[src/rtl/attitude_frame_pkg.sv]
// rtl/attitude_frame_pkg.sv - shared states, frame constants and CRC-8 step for the attitude frame source
package attitude_frame_pkg;

    localparam int         FRAME_LEN = 8;
    localparam logic [7:0] CRC8_POLY = 8'h07;

    // Encodings equal the byte index, so the index output is the state itself.
    typedef enum logic [2:0] {
        S_SYNC0   = 3'd0,
        S_SYNC1   = 3'd1,
        S_SEQ     = 3'd2,
        S_ROLL_H  = 3'd3,
        S_ROLL_L  = 3'd4,
        S_PITCH_H = 3'd5,
        S_PITCH_L = 3'd6,
        S_CSUM    = 3'd7
    } state_e;

    localparam logic [2:0] IDX_SYNC0   = 3'd0;
    localparam logic [2:0] IDX_SYNC1   = 3'd1;
    localparam logic [2:0] IDX_SEQ     = 3'd2;
    localparam logic [2:0] IDX_ROLL_H  = 3'd3;
    localparam logic [2:0] IDX_ROLL_L  = 3'd4;
    localparam logic [2:0] IDX_PITCH_H = 3'd5;
    localparam logic [2:0] IDX_PITCH_L = 3'd6;
    localparam logic [2:0] IDX_CSUM    = 3'd7;

    function automatic logic [7:0] crc8_byte(input logic [7:0] crc, input logic [7:0] data);
        logic [7:0] c;
        c = crc ^ data;
        for (int b = 0; b < 8; b++) begin
            c = c[7] ? ({c[6:0], 1'b0} ^ CRC8_POLY) : {c[6:0], 1'b0};
        end
        return c;
    endfunction

endpackage

[src/rtl/attitude_frame_tx_if.sv]
// rtl/attitude_frame_tx_if.sv - sample input, transmitter handshake and byte output bundle
interface attitude_frame_tx_if;
    logic [15:0] i_roll;
    logic [15:0] i_pitch;
    logic        i_data_valid;
    logic        i_tx_done;
    logic [7:0]  o_tx_byte;
    logic        o_frame_start;
    logic [2:0]  o_byte_index;

    modport master (
        output i_roll, i_pitch, i_data_valid, i_tx_done,
        input  o_tx_byte, o_frame_start, o_byte_index
    );

    modport slave (
        input  i_roll, i_pitch, i_data_valid, i_tx_done,
        output o_tx_byte, o_frame_start, o_byte_index
    );
endinterface

[src/rtl/attitude_frame_check.sv]
// rtl/attitude_frame_check.sv - frame check byte; additive mod-256 sum, or CRC-8 when ATT_FRAME_CRC_EN is defined
module attitude_frame_check
    import attitude_frame_pkg::*;
(
    input  logic [7:0] seq_i,
    input  logic [7:0] roll_h_i,
    input  logic [7:0] roll_l_i,
    input  logic [7:0] pitch_h_i,
    input  logic [7:0] pitch_l_i,
    output logic [7:0] check_o
);

`ifdef ATT_FRAME_CRC_EN
    // CRC runs over the payload in transmit order, seed zero.
    always_comb begin
        check_o = 8'h00;
        check_o = crc8_byte(check_o, seq_i);
        check_o = crc8_byte(check_o, roll_h_i);
        check_o = crc8_byte(check_o, roll_l_i);
        check_o = crc8_byte(check_o, pitch_h_i);
        check_o = crc8_byte(check_o, pitch_l_i);
    end
`else
    assign check_o = seq_i + roll_h_i + roll_l_i + pitch_h_i + pitch_l_i;
`endif

endmodule

[src/rtl/attitude_frame_tx.sv]
// rtl/attitude_frame_tx.sv - packs roll/pitch into an 8-byte frame and steps one byte per transmitter done pulse
module attitude_frame_tx
    import attitude_frame_pkg::*;
#(
    parameter logic [7:0] SYNC0 = 8'hAA,
    parameter logic [7:0] SYNC1 = 8'h55
) (
    input  logic             i_Clk,
    input  logic             i_Rst_n,
    attitude_frame_tx_if.slave bus
);

    state_e      state_q;
    logic [7:0]  seq_q;
    logic [15:0] shadow_roll_q, shadow_pitch_q;
    logic [15:0] snap_roll_q, snap_pitch_q;
    logic [7:0]  tx_byte_q;
    logic [2:0]  byte_index_q;
    logic        frame_start_q;

    logic [2:0]  index_d;
    state_e      state_d;
    logic [7:0]  tx_byte_d;
    logic [7:0]  check_byte;

    attitude_frame_check u_check (
        .seq_i     (seq_q),
        .roll_h_i  (snap_roll_q[15:8]),
        .roll_l_i  (snap_roll_q[7:0]),
        .pitch_h_i (snap_pitch_q[15:8]),
        .pitch_l_i (snap_pitch_q[7:0]),
        .check_o   (check_byte)
    );

    assign index_d = byte_index_q + 3'd1;
    assign state_d = state_e'(index_d);

    // Payload bytes read the snapshot, which only moves when the next byte is SYNC0.
    always_comb begin
        tx_byte_d = SYNC0;
        case (state_d)
            S_SYNC0:   tx_byte_d = SYNC0;
            S_SYNC1:   tx_byte_d = SYNC1;
            S_SEQ:     tx_byte_d = seq_q;
            S_ROLL_H:  tx_byte_d = snap_roll_q[15:8];
            S_ROLL_L:  tx_byte_d = snap_roll_q[7:0];
            S_PITCH_H: tx_byte_d = snap_pitch_q[15:8];
            S_PITCH_L: tx_byte_d = snap_pitch_q[7:0];
            S_CSUM:    tx_byte_d = check_byte;
            default:   tx_byte_d = SYNC0;
        endcase
    end

    always_ff @(posedge i_Clk or negedge i_Rst_n) begin
        if (!i_Rst_n) begin
            state_q        <= S_SYNC0;
            seq_q          <= 8'h00;
            shadow_roll_q  <= 16'h0000;
            shadow_pitch_q <= 16'h0000;
            snap_roll_q    <= 16'h0000;
            snap_pitch_q   <= 16'h0000;
            tx_byte_q      <= SYNC0;
            byte_index_q   <= IDX_SYNC0;
            frame_start_q  <= 1'b0;
        end else begin
            frame_start_q <= 1'b0;
            if (bus.i_data_valid) begin
                shadow_roll_q  <= bus.i_roll;
                shadow_pitch_q <= bus.i_pitch;
            end
            if (bus.i_tx_done) begin
                state_q      <= state_d;
                tx_byte_q    <= tx_byte_d;
                byte_index_q <= index_d;
                if (state_q == S_CSUM) begin
                    frame_start_q <= 1'b1;
                    seq_q         <= seq_q + 8'd1;
                    // A strobe landing on the wrap edge bypasses the shadow.
                    snap_roll_q   <= bus.i_data_valid ? bus.i_roll  : shadow_roll_q;
                    snap_pitch_q  <= bus.i_data_valid ? bus.i_pitch : shadow_pitch_q;
                end
            end
        end
    end

    assign bus.o_tx_byte     = tx_byte_q;
    assign bus.o_byte_index  = byte_index_q;
    assign bus.o_frame_start = frame_start_q;

endmodule

[src/flat_wrapper.sv]
// flat-port wrapper written by rule: the top's interface ports become plain ports
module attitude_frame_tx_flat import attitude_frame_pkg::*;
#(
    parameter logic [7:0] SYNC0 = 8'hAA,
    parameter logic [7:0] SYNC1 = 8'h55
)
  (i_Clk, i_Rst_n, bus_i_roll, bus_i_pitch, bus_i_data_valid, bus_i_tx_done, bus_o_tx_byte, bus_o_frame_start, bus_o_byte_index);
  attitude_frame_tx_if bus_i ();
  input  logic i_Clk;
  input  logic i_Rst_n;
  input wire logic [$bits(bus_i.i_roll)-1:0] bus_i_roll;
  input wire logic [$bits(bus_i.i_pitch)-1:0] bus_i_pitch;
  input wire logic [$bits(bus_i.i_data_valid)-1:0] bus_i_data_valid;
  input wire logic [$bits(bus_i.i_tx_done)-1:0] bus_i_tx_done;
  output wire logic [$bits(bus_i.o_tx_byte)-1:0] bus_o_tx_byte;
  output wire logic [$bits(bus_i.o_frame_start)-1:0] bus_o_frame_start;
  output wire logic [$bits(bus_i.o_byte_index)-1:0] bus_o_byte_index;
  assign bus_i.i_roll = bus_i_roll;
  assign bus_i.i_pitch = bus_i_pitch;
  assign bus_i.i_data_valid = bus_i_data_valid;
  assign bus_i.i_tx_done = bus_i_tx_done;
  assign bus_o_tx_byte = bus_i.o_tx_byte;
  assign bus_o_frame_start = bus_i.o_frame_start;
  assign bus_o_byte_index = bus_i.o_byte_index;
  attitude_frame_tx #(.SYNC0(SYNC0), .SYNC1(SYNC1)) u_core (.i_Clk(i_Clk), .i_Rst_n(i_Rst_n), .bus(bus_i));
endmodule
[config.mk]
export PLATFORM = sky130hd
export DESIGN_NAME = attitude_frame_tx_flat
export DESIGN_NICKNAME = d
export VERILOG_FILES = /design/src/rtl/attitude_frame_pkg.sv /design/src/rtl/attitude_frame_tx_if.sv /design/src/rtl/attitude_frame_check.sv /design/src/rtl/attitude_frame_tx.sv /design/src/flat_wrapper.sv
export SDC_FILE = /design/constraint.sdc
export NUM_CORES = 1
export LEC_CHECK = 0
export BUFFER_PORTS_ARGS = -buffer_cell sky130_fd_sc_hd__buf_4
export CORE_MARGIN = 10
export CORE_UTILIZATION = 55
export DETAILED_ROUTE_END_ITERATION = 8
export PLACE_DENSITY = 0.75
export RECOVER_POWER = 50
export SYNTH_ARGS = -nofsm -noshare
export SYNTH_HDL_FRONTEND = slang
export SYNTH_HIERARCHICAL = 1
export SYNTH_SLANG_ARGS = --single-unit
[constraint.sdc]
create_clock -name i_Clk -period 4.71 [get_ports i_Clk]
set_input_delay 0.471 -clock i_Clk [delete_from_list [all_inputs] [get_ports i_Clk]]
set_output_delay 0.471 -clock i_Clk [all_outputs]
set_load 0.05 [all_outputs]
# After elaboration in Yosys (flattened, before gate mapping)
# Index checks and enable logic that the tools add are counted.
# W data, S select, Z words.
# classes
mul	0
n_bitwise	0
reduce_logical	2
shifts	0
n_addsub	6
div_mod_pow	0
muxes	5
n_eq_ne	8
n_lt_le_gt_ge	0
# op_table
cell	n
$pmux W8 S8	1
$add A8 B8 Y8	4
$mux W16	2
$eq A3 B3 Y1 const B	5
$add A8 B1 Y8 const B	1
$eq A3 B2 Y1 const B	2
$add A3 B1 Y3 const B	1
$eq A3 B1 Y1 const B	1
$logic_not A3 Y1	1
$mux W1	2
$reduce_and A2 Y1	1
# totals
out_inout_bits	12
mem_count	0
romBits	0
latchBits	0
elab_cells	29
mem_bits_rw	0
register_bits	84

# Depth between registers and ports, before layout
# logic_depth
depth_word	5
ltp_mapped	15
mapped_depth_nobuf	15

# Hierarchy
# The synthesis kept the hierarchy.
# modules_own_cells
module	seq_area_each_um2	area_per_inst_um2	cells_each	instances
attitude_frame_tx	2107.0	3836.2	249	1
attitude_frame_check	0.0	883.3	105	1

# Worst setup path after synthesis
# Ideal clock, no wire load.
# synth_timing
path_kind	register to register
start	register u_core.seq_q[1]
end	register u_core.tx_byte_q[7] (netlist: u_core/bus.o_tx_byte[7])
path_stages_with_launch	13
n_path_buf	0
setup_time_ns	0.078
t_arrival_ns	3.668
synth_period_minus_slack_ns	3.746
setup_slack_ns	0.964
cell_sequence	dfrtp_1 fa_1 fa_1 fa_1 ha_1 fa_1 a211oi_2 o21bai_1 a21oi_1 xnor2_1 a222oi_1 a31oi_1 o22a_2
# synth_between
elab_chain_cells	5
# synth_rtl
item	line_no	text
start: declaration	attitude_frame_tx.sv:14	logic [7:0] seq_q;
start signal: assignment	attitude_frame_tx.sv:77	seq_q <= seq_q + 8'd1;
$add A8 B8 Y8 (4 in series)	attitude_frame_check.sv:24	assign check_o = seq_i + roll_h_i + roll_l_i + pitch_h_i + pitch_l_i;
net u_core.check_byte[7]	attitude_frame_tx.sv:24	logic [7:0] check_byte;
$pmux W8 S8	attitude_frame_tx.sv:41	case (state_d)
end signal: assignment	attitude_frame_tx.sv:73	tx_byte_q <= tx_byte_d;
end: declaration	attitude_frame_tx.sv:17	logic [7:0] tx_byte_q;
# The timed path passes the listed nets, and every way through them passes these cells.
# A chain may end at the register's enable or synchronous reset.

# Worst setup path in the final report
# Ends and elaborated chain as after synthesis.

==> metrics.txt <==
DR DRC count=0; Synth top area share=a little over two fifths; row cnt=33; top cells by area, synth=dfrtp_1 42%, mux2_4 19%, fa_1 8.5%, inv_1 4.2%, ha_1 4.0%; Die H=between 100 and 150 µm; most common cell after layout, fill and taps aside=dfrtp_1; core area=0.00830 mm²; DR vias/cell=slightly below 6; worst skew pair latency=about 360 ps; setup TNS=0 ps; Seq cells post-synth=84; Top-Level Pins=between 40 and 50; Fill cells=659; chip width=between 100 and 150 µm; HP Start=bus_i_pitch[0]; clk sinks=84; CP startpoint=u_core/seq_q[1]; Critical Path RT=roughly 5000 ps; Synth area leader=dfrtp_1; Seq/Total Area, Yosys=44.6%; Yosys cell types=43; fin nets=467; vias in the first global route=3231; critical path arrival=4370 ps; largest net degree at the start of global routing=85; GRT overflow=0; Synth warnings=6; RSZ-0062 raised after global routing=no; # Post-CTS Setup Buffers=0; CP Class=reg -> reg; post-CTS sizing=0; worst r2r path cells=12; syn_area_per_cell=between 10 and 15 µm²; max-slew violations=approximately 120; clock period minus worst slack=roughly 4100 ps; Ant. Diodes=0; max cap viols=2; Netlist Area Pre-Place=about 0.0047 mm²; CP Capture Type=register; die area=0.0127 mm²; Startpoint Class=register; Worst Path Max Fanout=5; post-route ant nets=0; via count=between 2000 and 3000; first drt pass iteration count=5; Post-Synthesis Cells=354; hold path depth=2; GRT Util Overall=between 15 and 20%; post-DP HPWL=around 6900 µm; Starting Density=~57%; worst r2r src=u_core/seq_q[1]; share of layout cells above drive strength 1=between 20% and 30%; CTS clk-pin slew, worst paths=around 90 ps; first-pass GRT wire length=about 16000 µm; cts bufs inserted=9; WL/cell=approximately 19 µm; final clock skew=around 9.0 ps; Iteration-0 DRC Markers=~200; cts hold-fix bufs=0; final wirelength=around 9700 µm; clock tree root buffer cell=clkbuf_8; placer congestion estimate=around 0.82; maximum clock frequency=approximately 250 MHz; PnR worst setup slack=around 630 ps; initial antenna violation count=0; Rel. slew slack=-35.4%; Max Root-Sink Buffers=2; # port buffers=between 40 and 50; CTS tree=yes; Place WS=697 ps; violated checks=max-capacitance violations, max-slew violations; setup violators final=0; measured slew at the worst slew-check pin=roughly 2000 ps; Final Cycle Share=between 80% and 90%; worst min-delay path class=in -> reg; status=complete, but fails checks; Final Hold Viols=0; most frequent cells in the layout=80 x dfrtp_1, 53 x inv_1, 46 x buf_4; Synthesized Nets=between 400 and 500; area grow syn2layout=10.2%; # H-tree levels=3
[routing by layer]
layer,wire (µm),GRT usage [%],part of all wire (%),vias to the layer above
met5,0,0,0,-
met4,231,7.11,2.4,0
met3,519,4.15,5.4,23
met2,4840,25.7,50,102
met1,4060,20.1,42,1505
li1,-,-,-,1296
[synth_stat cells]
cell       count
a2111o_1       1
a211o_1        1
a211oi_1       2
a211oi_2       1
a21boi_0       1
a21o_1         3
a21oi_1        4
a221oi_1       4
a222oi_1       6
a22oi_1        8
a2bb2oi_1      1
a31oi_1        4
and2_1         2
and3_1         2
and4_1         1
buf_2          7
buf_4          4
buf_6          6
dfrtp_1       80
dfstp_2        4
fa_1          20
ha_1          15
inv_1         53
mux2_2         8
mux2_4        60
nand2_1       13
nand2_4        1
nand2b_1       1
nand3_1        1
nand3b_1       1
nand4_1        4
nand4b_1       1
nor2_1         2
nor3_1         1
o211ai_1       1
o21a_1         1
o21ai_0        4
o21bai_1       1
o22a_2         4
o2bb2ai_1      1
o31ai_1        1
xnor2_1       14
xor2_1         4
[logic make-up (layout without fill, tap and decap cells)]
kind of cell | Yosys count | in the layout | synth area share [%]
xor gates and xnor gates | 18 | 18 | 3.34
AOI/OAI and AO/OA | 49 | 49 | 8.17
DFF | 84 | 84 | 44.6
and+or+nand+nor | 30 | 30 | 3.37
muxes | 68 | 68 | 21.0
adders and majority gates | 35 | 35 | 12.5
buffers and inverters | 70 | 117 | 7.03
[critical path, cell delays in order, from the launching register on]
cell      delay, ps
dfrtp_1         450
fa_1            590
fa_1            460
fa_1            470
ha_1            250
fa_1            480
a211oi_2        270
o21bai_1        110
a21oi_1         180
xnor2_1          80
a222oi_1        330
a31oi_1         130
o22a_2          210
[cell type report]
cell class | instances | area [µm²] | area share (%)
well taps | 105 | 131 | 2.53
clock buffers | 11 | 151 | 2.91
multi-input cells | 200 | 2170 | 41.8
inverters | 53 | 199 | 3.83
flip-flops and latches | 84 | 2110 | 40.5
clock inverters | 5 | 83.8 | 1.61
repair buffers | 48 | 354 | 6.81
[registers in the layout, indices dropped and copies added (netlist names)]
name / cells
u_core/bus.o_byte_index: 3
u_core/bus.o_frame_start: 1
u_core/bus.o_tx_byte: 8
u_core/seq_q: 8
u_core/shadow_pitch_q: 16
u_core/shadow_roll_q: 16
u_core/snap_pitch_q: 16
u_core/snap_roll_q: 16
[metrics by stage]
| stage | hold WS, ps | instance area [µm²] | cells | utilization (%) |
|---|---|---|---|---|
| detailed placement | 479 | 5080 | 490 | 61.2 |
| global route | 329 | 5200 | 506 | 62.7 |
| CTS | 326 | 5320 | 506 | 64.0 |
| global placement | 477 | 5080 | 490 | 61.2 |
| floorplan | 175 | 4720 | 354 | - |
| finish | 349 | 5200 | 506 | 62.7 |
[final timing paths]
path | end | slack [ps]
max in group asynchronous | u_core/snap_roll_q[10] | 2840
min | u_core/shadow_pitch_q[0] | 350
min reg2reg | u_core/shadow_roll_q[0] | 490
min in group asynchronous | u_core/shadow_roll_q[2] | 690
max | u_core/bus.o_tx_byte[7] | 630
max reg2reg | u_core/bus.o_tx_byte[7] | 630
Power is not shown: default switching activity piles up to over one toggle a cycle in this logic, so the estimate is an artifact.
